**src/rtl/vmem_console_writer.sv**
```systemverilog
// vmem_console_writer: byte stream to text-console writes on the vmem write port (clk, rst, in_data/in_valid/in_ready in; vmem_addr/vmem_data/vmem_we, cur_col/cur_row, busy out)
module vmem_console_writer #(
  parameter int COLS = 80,
  parameter int ROWS = 60,
  parameter int BASE = 0,
  parameter logic [7:0] FILL = 8'h20,
  parameter int CLEAR_ON_RESET = 1
) (
  input  logic        clk,
  input  logic        rst,
  input  logic [7:0]  in_data,
  input  logic        in_valid,
  output logic        in_ready,
  output logic [12:0] vmem_addr,
  output logic [7:0]  vmem_data,
  output logic        vmem_we,
  output logic [6:0]  cur_col,
  output logic [5:0]  cur_row,
  output logic        busy
);
  localparam logic [12:0] B = 13'(BASE);
  localparam logic [12:0] LAST = 13'(BASE + COLS * ROWS - 1);
  localparam logic [12:0] C = 13'(COLS);
  localparam logic [6:0] COL_MAX = 7'(COLS - 1);
  localparam logic [5:0] ROW_MAX = 6'(ROWS - 1);
  typedef enum logic {IDLE, CLEAR} state_t;
  state_t state, state_n;
  logic [12:0] addr_n, clr, clr_n, row_base, row_base_n;
  logic [7:0] data_n;
  logic we_n, ready_n, busy_n, last_row;
  logic [6:0] col_n;
  logic [5:0] row_n;
  assign last_row = cur_row == ROW_MAX;
  // clr holds the next address the fill walk will write; row_base tracks BASE + row*COLS
  always_comb begin
    state_n = state;
    addr_n = vmem_addr;
    data_n = vmem_data;
    we_n = 1'b0;
    ready_n = 1'b0;
    busy_n = 1'b0;
    col_n = cur_col;
    row_n = cur_row;
    clr_n = clr;
    row_base_n = row_base;
    if (state == CLEAR) begin
      we_n = 1'b1;
      busy_n = 1'b1;
      addr_n = clr;
      data_n = FILL;
      clr_n = clr + 13'd1;
      state_n = clr == LAST ? IDLE : CLEAR;
    end else begin
      ready_n = 1'b1;
      if (in_valid && in_ready) begin
        case (in_data)
          8'h0D: col_n = 7'd0;
          8'h0A: begin
            row_n = last_row ? 6'd0 : cur_row + 6'd1;
            row_base_n = last_row ? B : row_base + C;
          end
          8'h08: col_n = cur_col == 7'd0 ? 7'd0 : cur_col - 7'd1;
          // form feed issues the first fill write itself so busy lines up with the writes
          8'h0C: begin
            ready_n = 1'b0;
            busy_n = 1'b1;
            we_n = 1'b1;
            addr_n = B;
            data_n = FILL;
            clr_n = B + 13'd1;
            col_n = 7'd0;
            row_n = 6'd0;
            row_base_n = B;
            state_n = B == LAST ? IDLE : CLEAR;
          end
          default: begin
            we_n = 1'b1;
            addr_n = row_base + {6'd0, cur_col};
            data_n = in_data;
            col_n = cur_col == COL_MAX ? 7'd0 : cur_col + 7'd1;
            row_n = cur_col != COL_MAX ? cur_row : last_row ? 6'd0 : cur_row + 6'd1;
            row_base_n = cur_col != COL_MAX ? row_base : last_row ? B : row_base + C;
          end
        endcase
      end
    end
  end
  always_ff @(posedge clk) begin
    if (rst) begin
      state <= CLEAR_ON_RESET != 0 ? CLEAR : IDLE;
      vmem_addr <= 13'd0;
      vmem_data <= 8'd0;
      vmem_we <= 1'b0;
      in_ready <= 1'b0;
      busy <= 1'b0;
      cur_col <= 7'd0;
      cur_row <= 6'd0;
      clr <= B;
      row_base <= B;
    end else begin
      state <= state_n;
      vmem_addr <= addr_n;
      vmem_data <= data_n;
      vmem_we <= we_n;
      in_ready <= ready_n;
      busy <= busy_n;
      cur_col <= col_n;
      cur_row <= row_n;
      clr <= clr_n;
      row_base <= row_base_n;
    end
  end
endmodule
```
**config.mk**
```make
export PLATFORM = sky130hd
export DESIGN_NAME = vmem_console_writer
export DESIGN_NICKNAME = d
export VERILOG_FILES = /design/src/rtl/vmem_console_writer.sv
export SDC_FILE = /design/constraint.sdc
export NUM_CORES = 1
export LEC_CHECK = 0
export ABC_CLOCK_PERIOD_IN_PS = 3300
export BUFFER_PORTS_ARGS = -buffer_cell sky130_fd_sc_hd__buf_2
export CORE_MARGIN = 5
export CORE_UTILIZATION = 25
export DETAILED_ROUTE_END_ITERATION = 8
export PLACE_DENSITY_LB_ADDON = 0.12
export SLEW_MARGIN = 25
export SYNTH_ARGS = -nofsm -noshare
export SYNTH_HDL_FRONTEND = slang
export SYNTH_SLANG_ARGS = --single-unit
```
**constraint.sdc**
```tcl
create_clock -name clk -period 3.3 [get_ports clk]
set_input_delay 0.33 -clock clk [delete_from_list [all_inputs] [get_ports clk]]
set_output_delay 0.33 -clock clk [all_outputs]
set_load 0.01 [all_outputs]
```
### Word-level counts from Yosys, hierarchy flattened

Index checks and enable logic that the tools add are counted.

* word-level logic and storage cells: 72
* bits in registers: 64
* input port bits: 11

* reduce and logical (&&, ||, !) cells: 13
* bitwise operators: 4
* equal/unequal tests: 10
* muxes and demuxes: 28
* add/subtract/negate cells: 6

Operator list (number)
* 13-bit two-way mux: 7
* 13-bit case mux with 3 select lines: 1
* 8-bit by 4-bit equality test with 1-bit output, second input constant: 4
* 13-bit case mux with 2 select lines: 1
* 6-bit two-way mux: 4
* 7-bit case mux with 3 select lines: 1
* 6-bit case mux with 3 select lines: 1
* 8-bit case mux with 2 select lines: 1
* 7-bit two-way mux: 2
* 13-bit by 1-bit adder with 13-bit output, second input constant: 1
* 13-bit by 7-bit adder with 13-bit output: 1
* 13-bit by 7-bit adder with 13-bit output, second input constant: 1
* 13-bit equality test, second input constant: 1
* 1-bit two-way mux: 10
* 7-bit by 1-bit adder with 7-bit output, second input constant: 1
* 7-bit equality test, second input constant: 1
* 7-bit logical NOT: 1
* 7-bit != test, second input constant: 1
* 7-bit by 1-bit subtractor with 7-bit output, second input constant: 1
* 6-bit by 1-bit adder with 6-bit output, second input constant: 1
* 6-bit equality test, second input constant: 1
* 2-bit AND reduction: 3
* 2-bit OR reduction: 3
* 1-bit NOT: 4
* other kinds (7): 8

### Logic depth before layout (Yosys ltp)

Gate-level depths: netlist of the first run.

* depth after elaboration: 5
* depth in mapped cells: 8
* depth with buffers taken out: 8

### Worst setup path before layout of the first run

No wires, ideal clock.

* path kind: flip-flop to flip-flop
* from: reg cur_col[0]
* to: reg cur_row[5]
* path buffers: 0
* required time: 3.229 ns
* arrival time: 2.005 ns
* cell stages (with the launch flop): 8
* library setup time: 0.071 ns
* slack: 1.224 ns
* cell sequence: dfxtp_1 ha_1 and3_1 nand4_1 a21oi_4 o21ai_2 or4b_1 a21oi_1

* cells in the longest elaborated chain, start to end: 3

Ends and longest elaborated chain
* start, declared: RTL line 17 `output logic [6:0] cur_col,`
* start signal, assigned: RTL line 107 `cur_col <= col_n;`
* 7-bit != test: RTL line 81 `row_n = cur_col != COL_MAX ? cur_row : last_row ? 6'd0 : cur_row + 6'd1;`
* 3-bit by 1-bit != test with 1-bit output (no source line)
* 4-bit AND reduction (no source line)
* end signal, assigned: RTL line 108 `cur_row <= row_n;`
* end, declared: RTL line 18 `output logic [5:0] cur_row,`

No other way between the ends.
A chain may end at the register's enable or synchronous reset.

### Worst setup path after layout of the first run

Same ends and word-level chain as after synthesis.

==> impl_metrics.py, run 1 <==
metrics = {
    "setup_path": {
        "start_kind": "flip-flop",
        "worst-setup-path-type": "flip-flop to flip-flop",
        "cp-end-kind": "flip-flop",
        "required_ps": 3570,
        "worstPathArrival_ps": 2680,
        "critPathMaxFanout": 16,
    },
    "job": {
        "maxCapViolCount": 0,
    },
    "grt": {
        "use_met2_pct": 19.6,
        "grt_pass1_vias": 2822,
        "busiest_layer": "met2",
        "grtUsageMet3_pct": 3.48,
        "grt_max_degree": 45,
        "grt_usage_pct": 13.0,
        "antenna_found_initial": 0,
        "grt.met1_usage_pct": 17.5,
        "grt_overflow": 0,
        "grt_pass1_wl_um": 15200,
    },
    "placed_design": {
        "port-buffer-count": 47,
        "finalWeightedCongestion": 0.775,
        "dp_hpwl_um": 6740,
        "dp_cells": 595,
        "place_ws_ps": 896,
    },
    "floorplanning": {
        "die_w_um": 123,
        "die_height_um": 123,
        "dieArea_um2": 15100,
        "fp.coreArea_um2": 12600,
        "rows": 41,
        "ioPinCount": 48,
        "start_util_pct": 25.4,
    },
    "detailed_routing": {
        "drt_iter0_drc": 289,
        "drc": 0,
        "dr.pass1.iters": 4,
        "antenna_left": 0,
        "vias_per_cell": 4.97,
        "vias": 3034,
        "wl_per_cell_um": 15.4,
        "wirelength_um": 9380,
    },
    "logic_synthesis": {
        "yosysTopAreaCell": "dfxtp_1",
        "ys_types": 56,
        "yosysTopAreaCellShare_pct": 37.7,
        "yosysWarnings": 0,
        "synth_edf_count": 0,
        "synth_flop_cell": "dfxtp_1",
        "syn_area_per_cell_um2": 8.20,
        "ys_seq_area_share_pct": 37.7,
        "synth_seq_cells": 60,
        "synthArstFlopShare_pct": 0,
        "synth_nets": 409,
        "ys_top_cells_by_area": "dfxtp_1 (38%), nor2_1 (5.2%), a21oi_1 (5.0%)",
        "syn_area_um2": 3190,
        "netlist_instances": 389,
    },
    "clock_network": {
        "cts-hold-fix-buffers": 0,
        "htreeDepth": 3,
        "post-cts-setup-buffer-count": 0,
        "cts_resized": 0,
        "clk_path_buf_depth": 2,
        "ctsRootBufferMaster": "clkbuf_16",
        "cts_tree": "yes",
        "clk_pin_slew_ps": 60,
        "clk_latency_ps": 340,
        "clock_sinks": 60,
        "numCtsBuffers": 9,
    },
    "min_path": {
        "hold_class": "input pin to flip-flop",
    },
    "timing": {
        "setup_slack_ps": 890,
        "worst_pin_slew_ps": 874,
        "finalSetupTns_ps": 0,
        "rsz0062_at_grt": "false",
        "setup_viol": 0,
        "fin_crit_sh_pct": 73.0,
        "period_minus_slack_ps": 2410,
        "slew_viol_final": 0,
        "fmax_mhz": 415,
        "worst_hold_slack_ps": 243,
        "final-hold-violation-count": 0,
        "skew_ps": 8.53,
        "slew_headroom_pct": 41.5,
    },
    "layout": {
        "diodes": 0,
        "layout-drive-gt1-share_pct": 17.8,
        "nNetsFinal": 454,
        "final-instance-count-excl-fill": 611,
        "fillers": 1356,
        "syn_to_final_growth_pct": 22.4,
    },
    "power_and_ir_drop": {
        "power_density_nw_per_um2": 451,
        "ir_drop_mv": 0.222,
        "leakage_uw": 0.00155,
    },
    "run_status": {
        "status": "completed",
    },
}
-- layout by cell type, fill, tap and decap left out, types with 4 or more instances in the layout --
master | Yosys | routed
xnor2_1 | 6 | 6
a222oi_1 | 5 | 5
and2_1 | 5 | 5
ha_1 | 9 | 9
a211oi_1 | 4 | 4
buf_2 | 5 | 47
nor2b_1 | 4 | 4
nor2_1 | 44 | 44
xor2_1 | 9 | 9
nand2b_1 | 5 | 5
o31ai_1 | 4 | 4
nand2_1 | 41 | 41
mux2i_1 | 6 | 6
nand4b_1 | 4 | 4
a21oi_1 | 32 | 32
nand4_1 | 5 | 5
a22oi_1 | 6 | 6
or3_1 | 4 | 4
or4_1 | 6 | 6
nand3b_1 | 5 | 5
o21ai_0 | 21 | 21
inv_1 | 9 | 9
nand3_1 | 18 | 18
a311oi_1 | 5 | 5
a31oi_1 | 9 | 9
clkbuf_16 | 0 | 9
dfxtp_1 | 60 | 60
buf_4 | 2 | 6
-- Yosys cell counts (3+ instances only) --
| cell | instances |
|---|---|
| dfxtp_1 | 60 |
| nor2_1 | 44 |
| nand2_1 | 41 |
| a21oi_1 | 32 |
| o21ai_0 | 21 |
| nand3_1 | 18 |
| clkbuf_1 | 11 |
| a31oi_1 | 9 |
| ha_1 | 9 |
| inv_1 | 9 |
| xor2_1 | 9 |
| a22oi_1 | 6 |
| mux2i_1 | 6 |
| or4_1 | 6 |
| xnor2_1 | 6 |
| a222oi_1 | 5 |
| a311oi_1 | 5 |
| and2_1 | 5 |
| buf_2 | 5 |
| nand2b_1 | 5 |
| nand3b_1 | 5 |
| nand4_1 | 5 |
| a211oi_1 | 4 |
| nand4b_1 | 4 |
| nor2b_1 | 4 |
| o31ai_1 | 4 |
| or3_1 | 4 |
| a21o_1 | 3 |
| a41oi_1 | 3 |
| and3_1 | 3 |
| and4_1 | 3 |
| nor3_1 | 3 |
| o2111ai_1 | 3 |
| o32ai_1 | 3 |
-- area by class of cell --
type,count,area (µm²),area share (%)
Clock buffer,10,239,6.13
Tap cell,172,215,5.52
Sequential cell,60,1200,30.8
Clock inverter,6,63.8,1.64
Multi-Input combinational cell,301,1870,47.9
Timing Repair Buffer,53,280,7.18
Inverter,9,33.8,0.866
-- worst max-delay path, cell delays in order, from the launching register on --
cell and delay [ps]:
dfxtp_1 480, ha_1 290, and3_1 220, nand4_1 180
a21oi_4 250, o21ai_2 220, or4b_1 560, a21oi_1 150
-- power breakdown --
group | total, µW | leakage, µW | switching (µW) | internal, µW
Clock | 969 | 0.000144 | 366 | 603
Combinational | 51.8 | 0.000921 | 32.6 | 19.2
Sequential | 737 | 0.000485 | 5.41 | 732
Total | 1760 | 0.00155 | 404 | 1350
-- state kept, by name (all words and copies together) (netlist names) --
| signal | cells |
|---|---|
| clr | 13 |
| vmem_addr | 13 |
| row_base | 9 |
| vmem_data | 8 |
| cur_col | 7 |
| cur_row | 6 |
| busy | 1 |
| in_ready | 1 |
| state | 1 |
| vmem_we | 1 |
-- logic make-up after synthesis --
logic type | count (synthesis) | synth area share, %
AOI/OAI and AO/OA | 108 | 22.5
xor gates and xnor gates | 15 | 4.12
adders and majority gates | 9 | 3.53
buffers and inverters | 28 | 3.73
DFF | 60 | 37.7
muxes | 6 | 1.88
other | 1 | 0.118
and+or+nand+nor | 162 | 26.5
-- metrics by stage --
step | power, µW | util [%] | area [µm²]
after floorplan | 782 | - | 3190
after global placement | 806 | 28.6 | 3600
after detailed placement | 806 | 28.6 | 3600
after CTS | 1780 | 31.0 | 3900
after global routing | 1820 | 31.0 | 3900
final | 1760 | 31.0 | 3900
-- per-layer routing --
layer	vias up	routed length, µm
li1	1535	-
met1	1426	4520
met2	60	4320
met3	13	373
met4	0	169
met5	-	0
-- path summary, 6_finish.rpt --
kind	from	to	slack, ps	cells after the start
min	in_data[6]	vmem_data[6]	240	3
max reg2reg	cur_col[0]	cur_row[5]	890	7
min reg2reg	vmem_addr[9]	vmem_addr[9]	490	2
max	cur_col[0]	cur_row[5]	890	7
No activity file was read; power rests on OpenSTA's default activity.
==> run 2: changes to the inputs <==
--- a/config.mk
+++ b/config.mk
@@ -5,7 +5,7 @@
 export SDC_FILE = /design/constraint.sdc
 export NUM_CORES = 1
 export LEC_CHECK = 0
-export ABC_CLOCK_PERIOD_IN_PS = 3300
+export ABC_CLOCK_PERIOD_IN_PS = 2200
 export BUFFER_PORTS_ARGS = -buffer_cell sky130_fd_sc_hd__buf_2
 export CORE_MARGIN = 5
 export CORE_UTILIZATION = 25
==> constraint.sdc (replaced) <==
create_clock -name clk -period 2.2 [get_ports clk]
set_input_delay 0.22 -clock clk [delete_from_list [all_inputs] [get_ports clk]]
set_output_delay 0.22 -clock clk [all_outputs]
set_load 0.01 [all_outputs]
==> run 2 against run 1 <==
Against the previous run: first-iteration DRC count fell by 9.0%; die area stayed put; count of clock-buffer cells in the layout rose by 3; worst setup slack worse by 770 ps; combinational power is 62% higher; maximum frequency up 16%; via count rose by 2.9%; largest power group unchanged.
==> impl_metrics.py, run 2 (same netlist as run 1, synthesis figures left out) <==
metrics = {
    "layout": {
        "fillers": 1335,
        "fin_util_pct": 32.3,
        "layout_common_cells": "dfxtp_1 (60), buf_2 (47), nor2_1 (44), nand2_1 (41), a21oi_1 (32)",
        "layout-drive-gt1-share_pct": 21.1,
        "final-instance-count-excl-fill": 632,
        "syn_to_final_growth_pct": 27.2,
        "final_common_cell": "dfxtp_1",
        "top_regs": "clr x13, vmem_addr x13, row_base x9",
        "nNetsFinal": 476,
        "diodes": 0,
    },
    "timing": {
        "slew_headroom_pct": 38.6,
        "skew_ps": 7.77,
        "final-hold-violation-count": 0,
        "rsz0062_at_grt": "false",
        "worst_pin_slew_ps": 918,
        "slew_viol_final": 0,
        "worst_hold_slack_ps": 137,
        "setup_slack_ps": 122,
        "period_minus_slack_ps": 2080,
        "fin_crit_sh_pct": 94.4,
        "fmax_mhz": 481,
        "setup_viol": 0,
        "finalSetupTns_ps": 0,
    },
    "power_and_ir_drop": {
        "pwr-share-seq_pct": 42.9,
        "switching_share_pct": 21.3,
        "switchingPower_uw": 548,
        "intPower_uw": 2030,
        "pwr-share-comb_pct": 3.3,
        "clockPowerShare_pct": 53.8,
        "leakage_uw": 0.00166,
        "power_density_nw_per_um2": 636,
        "ir_drop_mv": 0.304,
    },
    "floorplanning": {
        "fp.coreArea_um2": 12600,
        "rows": 41,
        "die_w_um": 123,
        "die_height_um": 123,
        "dieArea_um2": 15100,
        "ioPinCount": 48,
        "start_util_pct": 25.4,
    },
    "setup_path": {
        "worstPathArrival_ps": 2260,
        "cp-end-kind": "flip-flop",
        "r2r_end": "cur_col[5]",
        "required_ps": 2390,
        "timing.rr.start": "cur_col[1]",
        "r2r.worst_path.cells": 10,
        "start_kind": "flip-flop",
        "worst-setup-path-type": "flip-flop to flip-flop",
        "critPathMaxFanout": 7,
        "r2r_slack_ps": 120,
    },
    "clock_network": {
        "clk_pin_slew_ps": 50,
        "ctsRootBufferMaster": "clkbuf_16",
        "htreeDepth": 3,
        "clk_latency_ps": 340,
        "clk_path_buf_depth": 2,
        "numCtsBuffers": 9,
        "clock_sinks": 60,
        "cts_tree": "yes",
        "cts-hold-fix-buffers": 0,
    },
    "grt": {
        "grt_overflow": 0,
        "grt_usage_pct": 13.7,
        "grt_pass1_wl_um": 15800,
        "antenna_found_initial": 0,
        "grt_pass1_vias": 3028,
        "grt_max_degree": 32,
    },
    "placed_design": {
        "finalWeightedCongestion": 0.834,
        "dp_hpwl_um": 7180,
        "place_ws_ps": 111,
        "dp_cells": 617,
        "port-buffer-count": 47,
    },
    "detailed_routing": {
        "drt_iter0_drc": 263,
        "vias": 3123,
        "antenna_left": 0,
        "dr.pass1.iters": 5,
        "wl_per_cell_um": 15.4,
        "vias_per_cell": 4.94,
        "drc": 0,
        "wirelength_um": 9700,
    },
    "min_path": {
        "worst_hold_path.endpoint": "vmem_data[6]",
        "hold_class": "input pin to flip-flop",
        "holdPathStages": 3,
        "hp-start": "in_data[6]",
    },
    "job": {
        "maxCapViolCount": 0,
    },
    "run_status": {
        "status": "completed",
    },
}
==> run 2: how the worst max path moves through the flow <==
stage,from,to,slack (ps),depth (start not counted)
3_3_place_gp,cur_col[0],cur_row[5],170,7
6_report,cur_col[1],cur_col[5],120,10
2_1_floorplan,cur_col[0],cur_row[5],120,7
5_1_grt,cur_col[0],cur_row[1],4,8
3_5_place_dp,in_data[7],cur_row[1],110,8
4_1_cts,cur_col[0],cur_row[1],120,8
==> run 2: cell type report <==
class                           instances  area [µm²]  share of cell area (%)
Multi-Input combinational cell        301        1880                    46.2
Timing Repair Buffer                   75         445                    11.0
Clock buffer                           13         250                    6.17
Clock inverter                          2        35.0                   0.864
Tap cell                              172         215                    5.31
Inverter                                9        33.8                   0.833
Sequential cell                        60        1200                    29.6
==> run 2: power groups by stage <==
stage                     registers, µW  logic [µW]  clock network, µW
after floorplan                    1130        42.1                  0
after global placement             1130        86.0                  0
after detailed placement           1130        85.6                  0
after CTS                          1110        85.6               1430
after global routing               1110        95.1               1480
final                              1110        84.1               1390
==> run 2: through the flow <==
step | total power (µW) | cell area (µm²)
2_1_floorplan | 1170 | 3190
3_3_place_gp | 1220 | 3760
3_5_place_dp | 1220 | 3760
4_1_cts | 2620 | 4050
5_1_grt | 2680 | 4060
6_report | 2580 | 4060
==> run 2: critical path, stage by stage, from the launching register on <==
cell and delay (ps):
dfxtp_1 310, buf_4 160, inv_1 70, ha_1 190, nor3b_1 410, a31oi_1 170, nand2_1 200, buf_4 160
nor2_1 40, a31oi_1 130, a311oi_1 100
==> run 2: repair_timing <==
item / 4_1_cts / 5_1_grt
buffers inserted: 0 / 0
gates resized for setup: 0 / 1
endpoints found under the hold margin: 0 / 0
setup endpoints to repair: 0 / 1
==> run 2: layer usage <==
metal / up-vias / global-route usage (%) / share of wire, %
met1: 1483 / 17.9 / 48
met5: - / 0 / 0
met2: 62 / 21.2 / 46
met3: 16 / 2.70 / 3.8
met4: 0 / 7.21 / 2.6
li1: 1562 / - / -
==> run 3: changes to the inputs <==
--- a/config.mk
+++ b/config.mk
@@ -5,7 +5,7 @@
 export SDC_FILE = /design/constraint.sdc
 export NUM_CORES = 1
 export LEC_CHECK = 0
-export ABC_CLOCK_PERIOD_IN_PS = 2200
+export ABC_CLOCK_PERIOD_IN_PS = 2550
 export BUFFER_PORTS_ARGS = -buffer_cell sky130_fd_sc_hd__buf_2
 export CORE_MARGIN = 5
 export CORE_UTILIZATION = 25
==> constraint.sdc (replaced) <==
create_clock -name clk -period 2.55 [get_ports clk]
set_input_delay 0.255 -clock clk [delete_from_list [all_inputs] [get_ports clk]]
set_output_delay 0.255 -clock clk [all_outputs]
set_load 0.01 [all_outputs]
==> run 3 against run 2 <==
Against the previous run: maximum frequency down 7.2%; combinational power down 14%; core utilization decreased by 0.93 points; worst setup slack better by 190 ps; count of clock-buffer cells in the layout decreased by 1; critical path depth shrank 3; first-iteration DRC count is 8.0% lower; design area is 2.9% lower; clock skew about the same; sequential share of layout area rose by 0.87 points; critical endpoint is now cur_row[5]; clock power shrank 22%; largest power group unchanged.
==> impl_metrics.py, run 3 (same netlist as run 1, synthesis figures left out) <==
metrics = {
    "layout": {
        "layout_common_cells": "dfxtp_1 (60), buf_2 (47), nor2_1 (44), nand2_1 (41), a21oi_1 (32)",
        "seq_area_um2": 1200,
        "nNetsFinal": 465,
        "syn_to_final_growth_pct": 23.6,
        "fin_util_pct": 31.3,
        "final_common_cell": "dfxtp_1",
        "layout-drive-gt1-share_pct": 19.0,
        "fillers": 1363,
        "diodes": 0,
        "top_regs": "clr x13, vmem_addr x13, row_base x9",
        "multi_input_area_um2": 1870,
    },
    "floorplanning": {
        "die_w_um": 123,
        "ioPinCount": 48,
        "rows": 41,
        "start_util_pct": 25.4,
        "die_height_um": 123,
        "fp.coreArea_um2": 12600,
        "dieArea_um2": 15100,
    },
    "clock_network": {
        "numCtsBuffers": 9,
        "cts_tree": "yes",
        "cts_resized": 0,
        "post-cts-setup-buffer-count": 0,
        "clk_pin_slew_ps": 50,
        "clk_path_buf_depth": 2,
        "clock_sinks": 60,
        "ctsRootBufferMaster": "clkbuf_16",
        "cts-hold-fix-buffers": 0,
        "htreeDepth": 3,
        "clk_latency_ps": 330,
    },
    "grt": {
        "grt_usage_pct": 13.5,
        "grt_max_degree": 25,
        "grt_overflow": 0,
        "grt_pass1_wl_um": 15700,
        "antenna_found_initial": 0,
        "grt_pass1_vias": 2928,
    },
    "detailed_routing": {
        "wl_per_cell_um": 15.4,
        "drc": 0,
        "dr.pass1.iters": 4,
        "vias_per_cell": 4.85,
        "wirelength_um": 9530,
        "drt_iter0_drc": 242,
        "vias": 3008,
        "antenna_left": 0,
    },
    "setup_path": {
        "crit_slowest_cell": "or4b_1",
        "worstPathCellList": "ha_1 -> and3_1 -> nand4_1 -> a21oi_4 -> o21ai_2 -> or4b_1 -> a21oi_1",
        "critPathMaxStageDelay_ps": 530,
        "start_kind": "flip-flop",
        "worst-setup-path-type": "flip-flop to flip-flop",
        "critPathMaxFanout": 8,
        "required_ps": 2810,
        "worstPathArrival_ps": 2500,
        "cp-end-kind": "flip-flop",
    },
    "power_and_ir_drop": {
        "pwr-share-seq_pct": 45.1,
        "switching_share_pct": 22.2,
        "ir_drop_mv": 0.283,
        "intPower_uw": 1650,
        "pwr-share-comb_pct": 3.4,
        "leakage_uw": 0.00158,
        "power_density_nw_per_um2": 537,
        "switchingPower_uw": 470,
        "clockPowerShare_pct": 51.4,
    },
    "timing": {
        "period_minus_slack_ps": 2240,
        "slew_viol_final": 0,
        "setup_slack_ps": 311,
        "fmax_mhz": 447,
        "worst_pin_slew_ps": 951,
        "setup_viol": 0,
        "final-hold-violation-count": 0,
        "rsz0062_at_grt": "false",
        "skew_ps": 7.66,
        "slew_headroom_pct": 36.3,
        "fin_crit_sh_pct": 87.8,
        "finalSetupTns_ps": 0,
    },
    "placed_design": {
        "dp_hpwl_um": 7040,
        "finalWeightedCongestion": 0.820,
        "port-buffer-count": 47,
        "place_ws_ps": 325,
    },
    "min_path": {
        "hold_class": "input pin to flip-flop",
    },
    "job": {
        "maxCapViolCount": 0,
    },
    "run_status": {
        "status": "completed",
    },
}
[run 3: cell types whose count changed in the layout (fill, tap and decap cells not counted)]
cell and change:
buf_4 -11, bufinv_16 -1, clkbuf_1 -1, clkinvlp_4 +1, o32ai_1 +1, o32ai_2 -1
[run 3: per-stage QoR]
step                power, µW  instance area [µm²]  hold WS [ps]  cells
global placement         1050                 3680           471    606
floorplan                1010                 3190           399    389
finish                   2120                 3940           174    620
global route             2210                 3940           209    620
detailed placement       1050                 3680           484    606
CTS                      2160                 3940           158    620
[run 3: path summary, 6_finish.rpt]
kind | from | end | slack, ps | depth (start not counted)
worst min-delay path | in_data[6] | vmem_data[6] | 170 | 3
worst max-delay path | cur_col[1] | cur_row[5] | 310 | 7
worst max register to register | cur_col[1] | cur_row[5] | 310 | 7
worst min register to register | vmem_addr[9] | vmem_addr[9] | 490 | 2
[run 3: final cells by class]
type / instances / share of cell area (%)
inverters: 9 / 0.857
flip-flops and latches: 60 / 30.5
well taps: 172 / 5.46
multi-input cells: 301 / 47.4
clock inverters: 2 / 0.318
repair buffers: 64 / 9.21
clock buffers: 12 / 6.26
[run 3: worst max-delay path: cells and delay by family, from the launching register on]
kind	cells	cell delay (ps)
AND/OR/NAND/NOR	3	910
flip-flops	1	440
adder cells (fa/ha/maj)	1	280
AO/OA/AOI/OAI	3	540
[run 3: metal layers]
metal | track usage [%] | up-vias | share of wire, %
met5 | 0 | - | 0
met4 | 4.97 | 0 | 1.5
li1 | - | 1547 | -
met1 | 17.5 | 1415 | 47
met3 | 3.52 | 8 | 3.1
met2 | 21.7 | 38 | 48
[run 3: power by group through the flow]
stage | Combinational, µW | Clock (µW) | Sequential, µW
after floorplan | 36.3 | 0 | 975
after global placement | 74.6 | 0 | 975
after detailed placement | 73.8 | 0 | 976
after CTS | 74.0 | 1130 | 956
after global routing | 81.3 | 1170 | 956
final | 72.6 | 1090 | 956
